File: src/rtl/fc_seq_ctrl.sv
// rtl/fc_seq_ctrl.sv - frame sequencer between rx FIFO, FC layer and UART transmitter
//
// Purpose:
//   Waits until the rx FIFO holds a full input vector. It then streams that
//   vector byte by byte into the FC layer and waits for the FC result pulse.
//   The results are captured and serialised to the UART transmitter. The
//   block counts completed frames.
//
// Optional feature (macro FC_SEQ_TIMEOUT_EN):
//   Adds a WAIT_FC watchdog. If no fc_out_valid arrives within TIMEOUT_CYC
//   cycles, the frame is dropped, the block returns to IDLE and timeout_err
//   pulses for one cycle. Without the macro, WAIT_FC waits indefinitely and
//   the timeout_err port does not exist.
//
// Ports:
//   clk, rst_n     - single rising-edge clock, asynchronous active-low reset
//   fifo_count     - rx FIFO occupancy
//   fifo_empty     - rx FIFO empty flag
//   fifo_rd_en     - rx FIFO read strobe (data valid on fifo_dout next cycle)
//   fifo_dout      - rx FIFO read data
//   fc_in_dat      - byte to FC layer (fifo_dout passed through)
//   fc_in_valid    - fc_in_dat qualifier (fifo_rd_en delayed one cycle)
//   fc_out_dat     - flattened FC results, neuron k at [k*DATA_W +: DATA_W]
//   fc_out_valid   - one-cycle FC result pulse
//   tx_data        - byte offered to UART
//   tx_data_valid  - tx_data offered
//   tx_data_ready  - UART accepts when valid & ready
//   busy           - high in any state except IDLE
//   timeout_err    - one-cycle watchdog pulse (FC_SEQ_TIMEOUT_EN only)
//   frame_cnt      - completed frames, wraps 0xFFFF -> 0

module fc_seq_ctrl #(
    parameter int DIM_INPUT   = 96,
    parameter int DIM_OUTPUT  = 8,
    parameter int DATA_W      = 8,
    parameter int CNT_W       = 7,
    parameter int TIMEOUT_CYC = 4096
) (
    input  logic                         clk,
    input  logic                         rst_n,
    input  logic [CNT_W-1:0]             fifo_count,
    input  logic                         fifo_empty,
    output logic                         fifo_rd_en,
    input  logic [DATA_W-1:0]            fifo_dout,
    output logic [DATA_W-1:0]            fc_in_dat,
    output logic                         fc_in_valid,
    input  logic [DATA_W*DIM_OUTPUT-1:0] fc_out_dat,
    input  logic                         fc_out_valid,
    output logic [DATA_W-1:0]            tx_data,
    output logic                         tx_data_valid,
    input  logic                         tx_data_ready,
    output logic                         busy,
`ifdef FC_SEQ_TIMEOUT_EN
    output logic                         timeout_err,
`endif
    output logic [15:0]                  frame_cnt
);

    localparam logic [1:0] S_IDLE    = 2'd0;
    localparam logic [1:0] S_PUSH    = 2'd1;
    localparam logic [1:0] S_WAIT_FC = 2'd2;
    localparam logic [1:0] S_POP     = 2'd3;

    // push_cnt must be able to hold DIM_INPUT itself (the "all read" value).
    localparam int PUSH_W = $clog2(DIM_INPUT + 1);
    localparam int POP_W  = (DIM_OUTPUT > 1) ? $clog2(DIM_OUTPUT) : 1;

    localparam logic [PUSH_W-1:0] PUSH_LAST = PUSH_W'(DIM_INPUT - 1);
    localparam logic [PUSH_W-1:0] PUSH_FULL = PUSH_W'(DIM_INPUT);
    localparam logic [POP_W-1:0]  POP_LAST  = POP_W'(DIM_OUTPUT - 1);
    // One extra bit so a DIM_INPUT equal to 2**CNT_W cannot alias to zero.
    localparam logic [CNT_W:0]    START_LVL = (CNT_W + 1)'(DIM_INPUT);

    logic [1:0]        state_q, state_d;
    logic [PUSH_W-1:0] push_cnt_q, push_cnt_d;
    logic [POP_W-1:0]  pop_cnt_q, pop_cnt_d;
    logic [15:0]       frame_cnt_q, frame_cnt_d;
    logic              fc_in_valid_q;
    logic [DATA_W-1:0] res_q [DIM_OUTPUT];
    logic              capture;
    logic              to_hit;

    assign fifo_rd_en = (state_q == S_PUSH) && !fifo_empty && (push_cnt_q < PUSH_FULL);
    assign capture    = (state_q == S_WAIT_FC) && fc_out_valid;

`ifdef FC_SEQ_TIMEOUT_EN
    localparam int TO_W = (TIMEOUT_CYC > 1) ? $clog2(TIMEOUT_CYC) : 1;
    localparam logic [TO_W-1:0] TO_LAST = TO_W'(TIMEOUT_CYC - 1);

    logic [TO_W-1:0] to_cnt_q, to_cnt_d;
    logic            to_err_q;

    // Counter restarts from zero on every WAIT_FC entry because it is held
    // at zero in every other state.
    assign to_cnt_d = (state_q == S_WAIT_FC) ? to_cnt_q + 1'b1 : '0;
    assign to_hit   = (state_q == S_WAIT_FC) && !fc_out_valid && (to_cnt_q == TO_LAST);

    always_ff @(posedge clk or negedge rst_n) begin
        if (!rst_n) begin
            to_cnt_q <= '0;
            to_err_q <= 1'b0;
        end else begin
            to_cnt_q <= to_cnt_d;
            to_err_q <= to_hit;
        end
    end

    assign timeout_err = to_err_q;
`else
    // Keeps the watchdog limit referenced in builds without the watchdog.
    localparam int TIMEOUT_CYC_UNUSED = TIMEOUT_CYC;

    assign to_hit = 1'b0;
`endif

    always_comb begin
        state_d     = state_q;
        push_cnt_d  = push_cnt_q;
        pop_cnt_d   = pop_cnt_q;
        frame_cnt_d = frame_cnt_q;
        case (state_q)
            S_IDLE: begin
                if ({1'b0, fifo_count} >= START_LVL) begin
                    state_d    = S_PUSH;
                    push_cnt_d = '0;
                end
            end
            S_PUSH: begin
                // Leave on the edge of the last read so the final fc_in_valid
                // beat coincides with the first WAIT_FC cycle.
                if (fifo_rd_en) begin
                    push_cnt_d = push_cnt_q + 1'b1;
                    if (push_cnt_q == PUSH_LAST) begin
                        state_d = S_WAIT_FC;
                    end
                end
            end
            S_WAIT_FC: begin
                if (fc_out_valid) begin
                    state_d   = S_POP;
                    pop_cnt_d = '0;
                end else if (to_hit) begin
                    state_d = S_IDLE;
                end
            end
            S_POP: begin
                if (tx_data_ready) begin
                    if (pop_cnt_q == POP_LAST) begin
                        state_d     = S_IDLE;
                        frame_cnt_d = frame_cnt_q + 16'd1;
                    end else begin
                        pop_cnt_d = pop_cnt_q + 1'b1;
                    end
                end
            end
            default: begin
                state_d = S_IDLE;
            end
        endcase
    end

    always_ff @(posedge clk or negedge rst_n) begin
        if (!rst_n) begin
            state_q       <= S_IDLE;
            push_cnt_q    <= '0;
            pop_cnt_q     <= '0;
            frame_cnt_q   <= '0;
            fc_in_valid_q <= 1'b0;
        end else begin
            state_q       <= state_d;
            push_cnt_q    <= push_cnt_d;
            pop_cnt_q     <= pop_cnt_d;
            frame_cnt_q   <= frame_cnt_d;
            // FIFO read data appears one cycle after the strobe.
            fc_in_valid_q <= fifo_rd_en;
        end
    end

    always_ff @(posedge clk or negedge rst_n) begin
        if (!rst_n) begin
            for (int k = 0; k < DIM_OUTPUT; k++) begin
                res_q[k] <= '0;
            end
        end else if (capture) begin
            for (int k = 0; k < DIM_OUTPUT; k++) begin
                res_q[k] <= fc_out_dat[k*DATA_W +: DATA_W];
            end
        end
    end

    assign fc_in_dat     = fifo_dout;
    assign fc_in_valid   = fc_in_valid_q;
    assign tx_data_valid = (state_q == S_POP);
    // pop_cnt only moves on a completed transfer, so tx_data holds during stalls.
    assign tx_data       = (state_q == S_POP) ? res_q[pop_cnt_q] : '0;
    assign busy          = (state_q != S_IDLE);
    assign frame_cnt     = frame_cnt_q;

endmodule

File: config.mk
export PLATFORM = sky130hd
export DESIGN_NAME = fc_seq_ctrl
export DESIGN_NICKNAME = d
export VERILOG_FILES = /design/src/rtl/fc_seq_ctrl.sv
export SDC_FILE = /design/constraint.sdc
export NUM_CORES = 1
export LEC_CHECK = 0
export CORE_ASPECT_RATIO = 1.5
export CORE_MARGIN = 8
export CORE_UTILIZATION = 30
export DETAILED_ROUTE_END_ITERATION = 16
export PLACE_DENSITY_LB_ADDON = 0.25
export SKIP_LAST_GASP = 1
export SYNTH_ARGS = -nofsm -noshare
export SYNTH_HDL_FRONTEND = slang
export SYNTH_SLANG_ARGS = --single-unit
File: constraint.sdc
create_clock -name clk -period 2 [get_ports clk]
set_input_delay 0.3 -clock clk [delete_from_list [all_inputs] [get_ports clk]]
set_output_delay 0.3 -clock clk [all_outputs]
set_load 0.005 [all_outputs]
==> results by group <==
Route
  – Initial drt markers: 86
  – DR WL/cell: 17.2 um
  – Vias per cell: 4.56
  – Detailed-router iteration count before antenna repair: 4
  – Detailed Route WL: 10900 um
  – Final antenna-violating net count: 0
  – # DRC: 0
  – Via Count: 2901

Global route
  – Tot GR Track Use: 0.121
  – GRT met2 Usage: 0.219
  – Initial antenna violation count: 0
  – Grt ovf: 0
  – Vias in the first global route: 3341
  – First-pass GRT wire length: 17500 um
  – Largest net degree at the start of global routing: 41
  – Met3 usage: 0.0275
  – Met1 Use GR: 0.130
  – Grt peak-use layer: met2

Synth
  – Area leader, netlist: dfrtp_1
  – Top-count cell post-synth: dfrtp_1
  – Post-Syn Area: 0.00442 mm^2
  – Sequential-to-total area share from yosys stat: 0.527
  – Synth Flop Type: dfrtp_1
  – Number of synthesized flops with an enable pin: 0
  – Netlist cell types: 34
  – Syn_nets: 411
  – #FFs+latches synth: 93
  – Top cell type's share of synthesized area: 0.527
  – Yosys warning count: 0
  – Asr flop ratio synth: 1.00
  – Synth top cells by count: dfrtp_1, mux2_2, mux4_2
  – Syn_area_per_cell: 13.9 um^2
  – Synth top area cells: dfrtp_1, mux2_2, mux4_2
  – Synthesized instance count: 318

Placed design
  – HPWL Detailed: 8090 um
  – GP Congestion: 0.701
  – Placement Setup Slack: -0.174 ns
  – Number of port buffers: 98
  – Cells after DPL: 612

Worst setup path
  – R2R Path Start: pop_cnt_q[0]$_DFFE_PN0P_
  – Worst Path Required: 1.70 ns
  – Startpoint Class: register
  – Crit Path Category: register to output pin
  – Worst-path maximum fanout: 3
  – Crit. End Element: output pin
  – Critical path origin: pop_cnt_q[0]$_DFFE_PN0P_
  – Crit path DAT: 1.90 ns

Timing
  – Final min period: 2.20 ns
  – Final hold viol count: 0
  – Period Utilization, post-route: 1.10
  – Least-Margin Pin Slew: 0.653 ns
  – RSZ-0062 raised after global routing: yes
  – FMAX: 454 MHz
  – Worst Skew: 0.00525 ns
  – Max-Slew Margin vs Limit: 0.561
  – Pins Over Slew Limit: 0
  – Final critical-path setup slack: -0.201 ns
  – Endpoints failing setup: 8

Power and ir drop
  – Leak pwr: 2.58 nW
  – Peak VDD IR: 0.596 mV
  – PD cells: 1330 mW/mm^2
  – PnR Total Power: 8.20 mW

Job
  – Max-cap violations: 0

Min path
  – Hold Path Class: primary input to async pin

Floorplan
  – IO Pins: 120
  – Site row count: 54
  – Core area: 0.0145 mm^2
  – Die Wd: 115 um
  – Die H: 165 um
  – Die area: 0.0189 mm^2
  – Initial Utilization: 0.305

Clock tree
  – Worst skew pair latency: 0.34 ns
  – CTS sink cnt: 93
  – Clock Tree Buf Depth: 2
  – Worst-path clk slew: 0.07 ns
  – Clock Tree Root: clkbuf_16
  – TritonCTS clock tree: built
  – H-tree depth: 3
  – Total CTS buffers: 9

Final layout
  – Antenna diodes: 0
  – Non-filler instance count after layout: 636
  – Layout Utilization: 0.426
  – Share of layout cells above drive strength 1: 0.339
  – Nets: 528
  – Area Growth Syn to Fin: 39.5%

Outcome
  – Failing checks: negative setup slack
  – Status: finished with violations
-- critical path, stage by stage, from the launching register on --
cell,delay (ns)
dfrtp_2,0.44
buf_8,0.13
buf_4,0.11
mux4_2,0.50
mux2i_1,0.18
nor2b_1,0.08
buf_2,0.14
-- through the flow --
| stage | hold WS, ns | setup TNS, ns | cell area [um^2] |
|---|---|---|---|
| final | 0.435 | -1.21 | 6160 |
| after global routing | 0.490 | -2.53 | 6160 |
| after CTS | 0.453 | -1.58 | 6150 |
| after detailed placement | 0.281 | -1.02 | 5730 |
| after global placement | 0.273 | -0.676 | 5730 |
| after floorplan | 0.00441 | 0 | 4420 |
-- metal layers --
layer,share of wire,routed length [um]
met1,0.38,4200
met2,0.55,5990
met3,0.049,535
met4,0.020,214
met5,0,0
-- where the power goes --
group,internal [mW],total (mW),switching [mW]
Combinational,2.09,3.36,1.27
Clock,0.975,1.70,0.730
Sequential,2.67,3.14,0.468
Total,5.74,8.20,2.47
-- repair_timing --
action	CTS	global route
gates cloned	1	0
gates resized for setup	46	8
setup buffers	6	2
hold endpoints to repair	31	0
pin swaps	0	5
hold buffers	1	0
endpoints found under the setup margin	16	22
-- cell type report --
cell class / count / area [um^2]
inverter: 6 / 22.5
clock inverter: 5 / 60.1
clock buffer: 11 / 233
multi-input combinational: 198 / 2010
timing repair buffer: 127 / 1260
tap: 196 / 245
sequential: 93 / 2330
fill: 1397 / 8300
-- kinds of logic (layout without fill, tap and decap cells) --
group / count (synthesis) / after routing / share of synthesized area
multiplexers: 93 / 93 / 0.275
buffers and inverters: 27 / 149 / 0.0331
AO/OA/AOI/OAI: 24 / 24 / 0.0391
flip-flops: 93 / 93 / 0.527
AND/OR/NAND/NOR: 55 / 55 / 0.0663
adder cells (fa/ha/maj): 9 / 9 / 0.0255
XOR/XNOR: 17 / 17 / 0.0337
-- cell usage in the layout (no fill, tap or decap), types with 4 or more instances in the layout --
cell / instances
dfrtp_1: 91
clkdlybuf4s50_1: 87
mux2_2: 68
buf_4: 19
mux4_2: 16
xnor2_1: 14
nand2_1: 13
nor2b_1: 11
mux2i_1: 9
clkbuf_16: 9
nor2_1: 8
buf_2: 8
buf_12: 7
nand3_1: 6
ha_1: 6
inv_1: 5
nand4_1: 5
a22o_1: 5
and3_1: 4
-- path summary, 6_finish.rpt --
check	end	slack [ns]	cells after the start
min in group clk	frame_cnt[15]$_DFFE_PN0P_	0.48	1
min	frame_cnt[10]$_DFFE_PN0P_	0.44	2
max reg2reg	frame_cnt[7]$_DFFE_PN0P_	0.03	9
min reg2reg	frame_cnt[15]$_DFFE_PN0P_	0.48	1
max	tx_data[5]	-0.20	6
max in group asynchronous	res_q[62]$_DFFE_PN0P_	0.87	3
-- registers in the layout (all words and copies together), names as in the netlist --
name and count:
fc_in_valid 1, frame_cnt 16, pop_cnt_q 3, push_cnt_q 7, res_q 64, state_q 2
Power figures use the tool's default switching activity.
